## src/rtl/eth_pcs_tx_gearbox_pkg.sv

```systemverilog
// Shared 10GBASE-R PCS constants: sync headers, block framing and TX gearbox sizing.
// The gearbox logic in the other rtl/ files depends on the relationships between these values.
package eth_pcs_tx_gearbox_pkg;

    localparam int unsigned W_SYNC   = 2;
    localparam int unsigned W_DATA   = 64;
    localparam int unsigned W_BLK    = W_SYNC + W_DATA;
    localparam int unsigned W_GB_OUT = 32;
    localparam int unsigned GB_BUF_W = 96;
    localparam int unsigned FILL_W   = 7;

    localparam logic [W_SYNC-1:0] SYNC_DATA = 2'b01;
    localparam logic [W_SYNC-1:0] SYNC_CTRL = 2'b10;

    // Line order: blk[0] is the first bit on the wire, so the sync header sits at the bottom.
    function automatic logic [W_BLK-1:0] make_block(input logic [W_SYNC-1:0] sync_hdr,
                                                    input logic [W_DATA-1:0] data);
        return {data, sync_hdr};
    endfunction

endpackage

```

## src/rtl/eth_pcs_tx_gb_insert.sv

```systemverilog
// Combinational insert of one 66-bit block into the gearbox bit buffer at an even offset 0..30.
// Only offset bits [4:1] steer the shifter, which keeps the barrel shift at 16 positions.
module eth_pcs_tx_gb_insert
    import eth_pcs_tx_gearbox_pkg::*;
#(
    parameter int unsigned BUF_W = GB_BUF_W
) (
    input  logic [BUF_W-1:0]  buf_i,
    input  logic [W_BLK-1:0]  blk_i,
    input  logic [FILL_W-1:0] offset_i,
    output logic [BUF_W-1:0]  buf_o
);

    logic [BUF_W-1:0] blk_ext;
    logic [BUF_W-1:0] blk_shifted;
    logic [4:0]       shamt;
    logic             unused_offset;

    // Insert offsets are always even and below 32.
    assign shamt         = {offset_i[4:1], 1'b0};
    assign unused_offset = ^{offset_i[FILL_W-1:5], offset_i[0]};

    always_comb begin
        blk_ext     = BUF_W'(blk_i);
        blk_shifted = blk_ext << shamt;
        buf_o       = buf_i | blk_shifted;
    end

endmodule

```

## src/rtl/eth_pcs_tx_gearbox.sv

```systemverilog
// 10GBASE-R TX gearbox: 66-bit blocks in, continuous 32-bit words out (16 blocks per 33 words).
// fill_q counts valid buffer bits; every bit at or above fill_q is kept zero so inserts can OR.
module eth_pcs_tx_gearbox
    import eth_pcs_tx_gearbox_pkg::*;
#(
    parameter int unsigned W_OUT = W_GB_OUT,
    parameter int unsigned BUF_W = GB_BUF_W
) (
    input  logic              i_clk,
    input  logic              i_reset,
    input  logic              i_valid,
    input  logic [W_SYNC-1:0] i_sync_hdr,
    input  logic [W_DATA-1:0] i_data,
    output logic              o_ready,
    output logic              o_valid,
    output logic [W_OUT-1:0]  o_data,
    output logic              o_underflow
);

    logic [FILL_W-1:0] fill_q, fill_d;
    logic [BUF_W-1:0]  buf_q, buf_d;
    logic              valid_q, valid_d;
    logic [W_OUT-1:0]  data_q, data_d;
    logic              underflow_q, underflow_d;

    logic              can_load;
    logic [W_BLK-1:0]  blk;
    logic [BUF_W-1:0]  merged;

    assign blk      = make_block(i_sync_hdr, i_data);
    assign can_load = (fill_q < FILL_W'(W_OUT));
    assign o_ready  = !i_reset && can_load;

    eth_pcs_tx_gb_insert #(
        .BUF_W (BUF_W)
    ) u_insert (
        .buf_i    (buf_q),
        .blk_i    (blk),
        .offset_i (fill_q),
        .buf_o    (merged)
    );

    always_comb begin
        fill_d      = fill_q;
        buf_d       = buf_q;
        valid_d     = 1'b0;
        data_d      = data_q;
        underflow_d = 1'b0;

        if (!can_load) begin
            // Enough residual bits for a word: drain only, upstream block is left waiting.
            data_d  = buf_q[W_OUT-1:0];
            buf_d   = buf_q >> W_OUT;
            fill_d  = fill_q - FILL_W'(W_OUT);
            valid_d = 1'b1;
        end else if (i_valid) begin
            data_d  = merged[W_OUT-1:0];
            buf_d   = merged >> W_OUT;
            fill_d  = fill_q + FILL_W'(W_BLK - W_OUT);
            valid_d = 1'b1;
        end else begin
            underflow_d = 1'b1;
        end
    end

    always_ff @(posedge i_clk) begin
        if (i_reset) begin
            fill_q      <= '0;
            buf_q       <= '0;
            valid_q     <= 1'b0;
            data_q      <= '0;
            underflow_q <= 1'b0;
        end else begin
            fill_q      <= fill_d;
            buf_q       <= buf_d;
            valid_q     <= valid_d;
            data_q      <= data_d;
            underflow_q <= underflow_d;
        end
    end

    assign o_valid     = valid_q;
    assign o_data      = data_q;
    assign o_underflow = underflow_q;

endmodule

```

## config.mk

```make
export PLATFORM = sky130hd
export DESIGN_NAME = eth_pcs_tx_gearbox
export DESIGN_NICKNAME = d
export VERILOG_FILES = /design/src/rtl/eth_pcs_tx_gearbox_pkg.sv /design/src/rtl/eth_pcs_tx_gb_insert.sv /design/src/rtl/eth_pcs_tx_gearbox.sv
export SDC_FILE = /design/constraint.sdc
export NUM_CORES = 1
export LEC_CHECK = 0
export CAP_MARGIN = 15
export CELL_PAD_IN_SITES_DETAIL_PLACEMENT = 1
export CELL_PAD_IN_SITES_GLOBAL_PLACEMENT = 2
export CORE_ASPECT_RATIO = 1.1
export CORE_MARGIN = 3
export CORE_UTILIZATION = 37
export CTS_CLUSTER_DIAMETER = 80
export DETAILED_ROUTE_END_ITERATION = 6
export GPL_TIMING_DRIVEN = 1
export PLACE_DENSITY = 0.93
export SYNTH_ARGS = -nofsm -noshare
export SYNTH_HDL_FRONTEND = slang
export SYNTH_SLANG_ARGS = --single-unit
```

## constraint.sdc

```tcl
create_clock -name i_clk -period 5.7 [get_ports i_clk]
set_input_delay 0.57 -clock i_clk [delete_from_list [all_inputs] [get_ports i_clk]]
set_output_delay 0.57 -clock i_clk [all_outputs]
set_load 0.03 [all_outputs]
```

==> impl_metrics.json <==
{
  "status": "completed",
  "netlist.area_leader.share": 0.2895,
  "drtIter0Drc": 683,
  "r2r_cells": 5,
  "routed_via_density": 6.229,
  "whs_ps": 456.4,
  "hpwl_mm": 19.82,
  "clk_pin_slew_worst_paths_ps": 70,
  "cp.arrival_ps": 3340,
  "syn_inst": 764,
  "required_ps": 5950,
  "utilization": 0.4590,
  "max_clock_freq_mhz": 322.9,
  "r2r-start": "fill_q[2]",
  "synth_simple_gate_area_frac": 0.1691,
  "clkLatencyLatePin_ps": 350,
  "yosysWarnings": 0,
  "synth_top_family_by_area": "multiplexers",
  "start_util": 0.3837,
  "hold-path-endpoint": "buf_q[58]",
  "synth_nets": 835,
  "synth-edff-count": 0,
  "critPathCaptureType": "flip-flop",
  "synthAdderAreaFrac": 0.003480,
  "post-cts-setup-buffer-count": 0,
  "h-tree-depth": 3,
  "synth_top_cell_by_area": "dfxtp_1",
  "max_slew_margin": 0.3552,
  "gr-total-overflow": 0,
  "rsz0062_at_grt": "no",
  "syn_to_final_growth_pct": 19.61,
  "grt_first_pass_wirelength_mm": 39.96,
  "ys_seq_area_frac": 0.2895,
  "vias": 6653,
  "cts_tree": "done",
  "cts_root_buf": "clkbuf_16",
  "antenna_found_initial": 0,
  "synth_xor_area_frac": 0.006090,
  "layout.nets": 891,
  "num_io_pins": 104,
  "clock_path_buffers": 2,
  "drtPass1Iterations": 5,
  "clock-sinks": 104,
  "yosys_register_bits": 104,
  "wire_per_inst_um": 24.50,
  "crit_path_start_kind": "input port",
  "hold_viol": 0,
  "post_cts_resized": 0,
  "design_area_mm2": 0.008601,
  "ir_worst_vdd_uv": 284.0,
  "grt_pass1_vias": 6449,
  "die_h_um": 152.2,
  "p_leak_nw": 2.951,
  "die_area_mm2": 0.02115,
  "drv_cap": 0,
  "gp_congestion": 0.8737,
  "crit_type": "input port to flip-flop",
  "synth_area_mm2": 0.007191,
  "grt_max_degree": 65,
  "powerDensity_mw_per_mm2": 426.9,
  "crit_start": "i_valid",
  "postSynth.asyncResetShare": 0,
  "finClkSkew_ps": 7.371,
  "postRouteAntennaNets": 0,
  "tightest_slew_ps": 967.2,
  "num_antenna_cells": 0,
  "ys.flop_type": "dfxtp_1",
  "reg2reg_slack_ps": 2610,
  "setup-tns-final_ps": 0,
  "port-buffer-count": 103,
  "cp_max_fo": 35,
  "min_from": "buf_q[58]",
  "maxSlewViolCount": 0,
  "timing.final.crit_share": 0.5434,
  "grt_use_total": 0.2400,
  "coreArea_mm2": 0.01874,
  "ys_top_cells_by_area": "dfxtp_1, mux4_2, mux2_2",
  "min_path_cells": 2,
  "dpl-instance-area_mm2": 0.008302,
  "synth_cell_types": 55,
  "drc": 0,
  "wl_mm": 26.16,
  "setup_viol": 0,
  "reg2reg_to": "o_data[26]",
  "cts_buffers": 9,
  "drive_gt1_frac": 0.1952,
  "min_path_type": "flip-flop to flip-flop",
  "synth-compound-area-share": 0.1714,
  "hold_buffers": 0,
  "std_cell_rows": 52,
  "synth.avg_cell_area_um2": 9.412,
  "fin_crit_ps": 3097,
  "synth_mux_area_frac": 0.3059,
  "chipWidth_um": 138.9
}
-- worst max-delay path: stages --
cell and delay (ps):
clkdlybuf4s50_1 810, nand2b_2 720, buf_4 470, nor2_1 70, buf_4 240, a22oi_1 220
a21bo_1 230
-- registers in the layout, indices dropped and copies added (netlist names) --
name	cells
buf_q	64
o_data	32
fill_q	6
o_underflow	1
o_valid	1
-- kinds of logic (layout without fill, tap and decap cells) --
group	count (synthesis)	in the layout
AO/OA/AOI/OAI	184	184
XOR/XNOR	5	5
flip-flops	104	104
AND/OR/NAND/NOR	244	244
adder cells (fa/ha/maj)	2	2
multiplexers	141	141
buffers and inverters	84	145
-- area by class of cell --
| cell class | count | area (um2) |
|---|---|---|
| fill | 2144 | 10140 |
| multi-input combinational | 576 | 4735 |
| sequential | 104 | 2091 |
| timing repair buffer | 116 | 1124 |
| tap | 243 | 304.0 |
| clock buffer | 11 | 242.7 |
| clock inverter | 5 | 56.30 |
| inverter | 13 | 48.80 |
-- cells in the final DEF (no fill, tap or decap), types with 18 or more instances in the layout --
cell	count
nand2_1	28
a21oi_1	22
dfxtp_1	101
o21a_1	29
o21ai_0	58
mux2_2	59
mux2i_1	18
mux4_2	56
nor2_1	44
nor3_1	23
clkdlybuf4s50_1	102
nand3_1	112
-- stage by stage --
step	instances	setup slack [ps]	total power [mW]
floorplan	764	3789	2.349
global placement	1052	2305	3.001
detailed placement	1052	2267	3.036
CTS	1068	2556	3.663
global route	1068	2410	3.862
finish	1068	2603	3.671
-- cell usage after synthesis (all sizes together) (4+ instances only) --
master and number:
nand3 112, dfxtp 104, mux2 67, o21ai 60
mux4 56, nor2 44, clkbuf 43, o21a 29
buf 28, nand2 28, nor3 23, a21oi 22
mux2i 18, inv 13, a211oi 11, o22ai 11
nor2b 10, or3b 7, a221oi 6, a22oi 5
o2bb2a 5, xnor2 5, a221o 4, a22o 4
a31oi 4, nand2b 4
-- layer usage --
metal	vias up	wire length [um]	track usage
li1	3050	-	-
met4	0	853	0.08201
met2	248	12580	0.3907
met5	-	0	0
met1	3317	11250	0.3317
met3	38	1482	0.02950
-- where the power goes --
group          switching, mW  internal (mW)  total (mW)
sequential             0.193          0.946        1.14
combinational           1.11          0.791        1.90
clock                  0.283          0.352       0.635
-- how the worst max path moves through the flow --
stage	slack [ps]	to
after detailed placement	2270	buf_q[34]
after global placement	2300	buf_q[35]
after global routing	2410	o_data[20]
after CTS	2560	o_data[26]
after floorplan	3790	o_ready
final	2600	buf_q[34]
(Power assumes the default switching activity.)
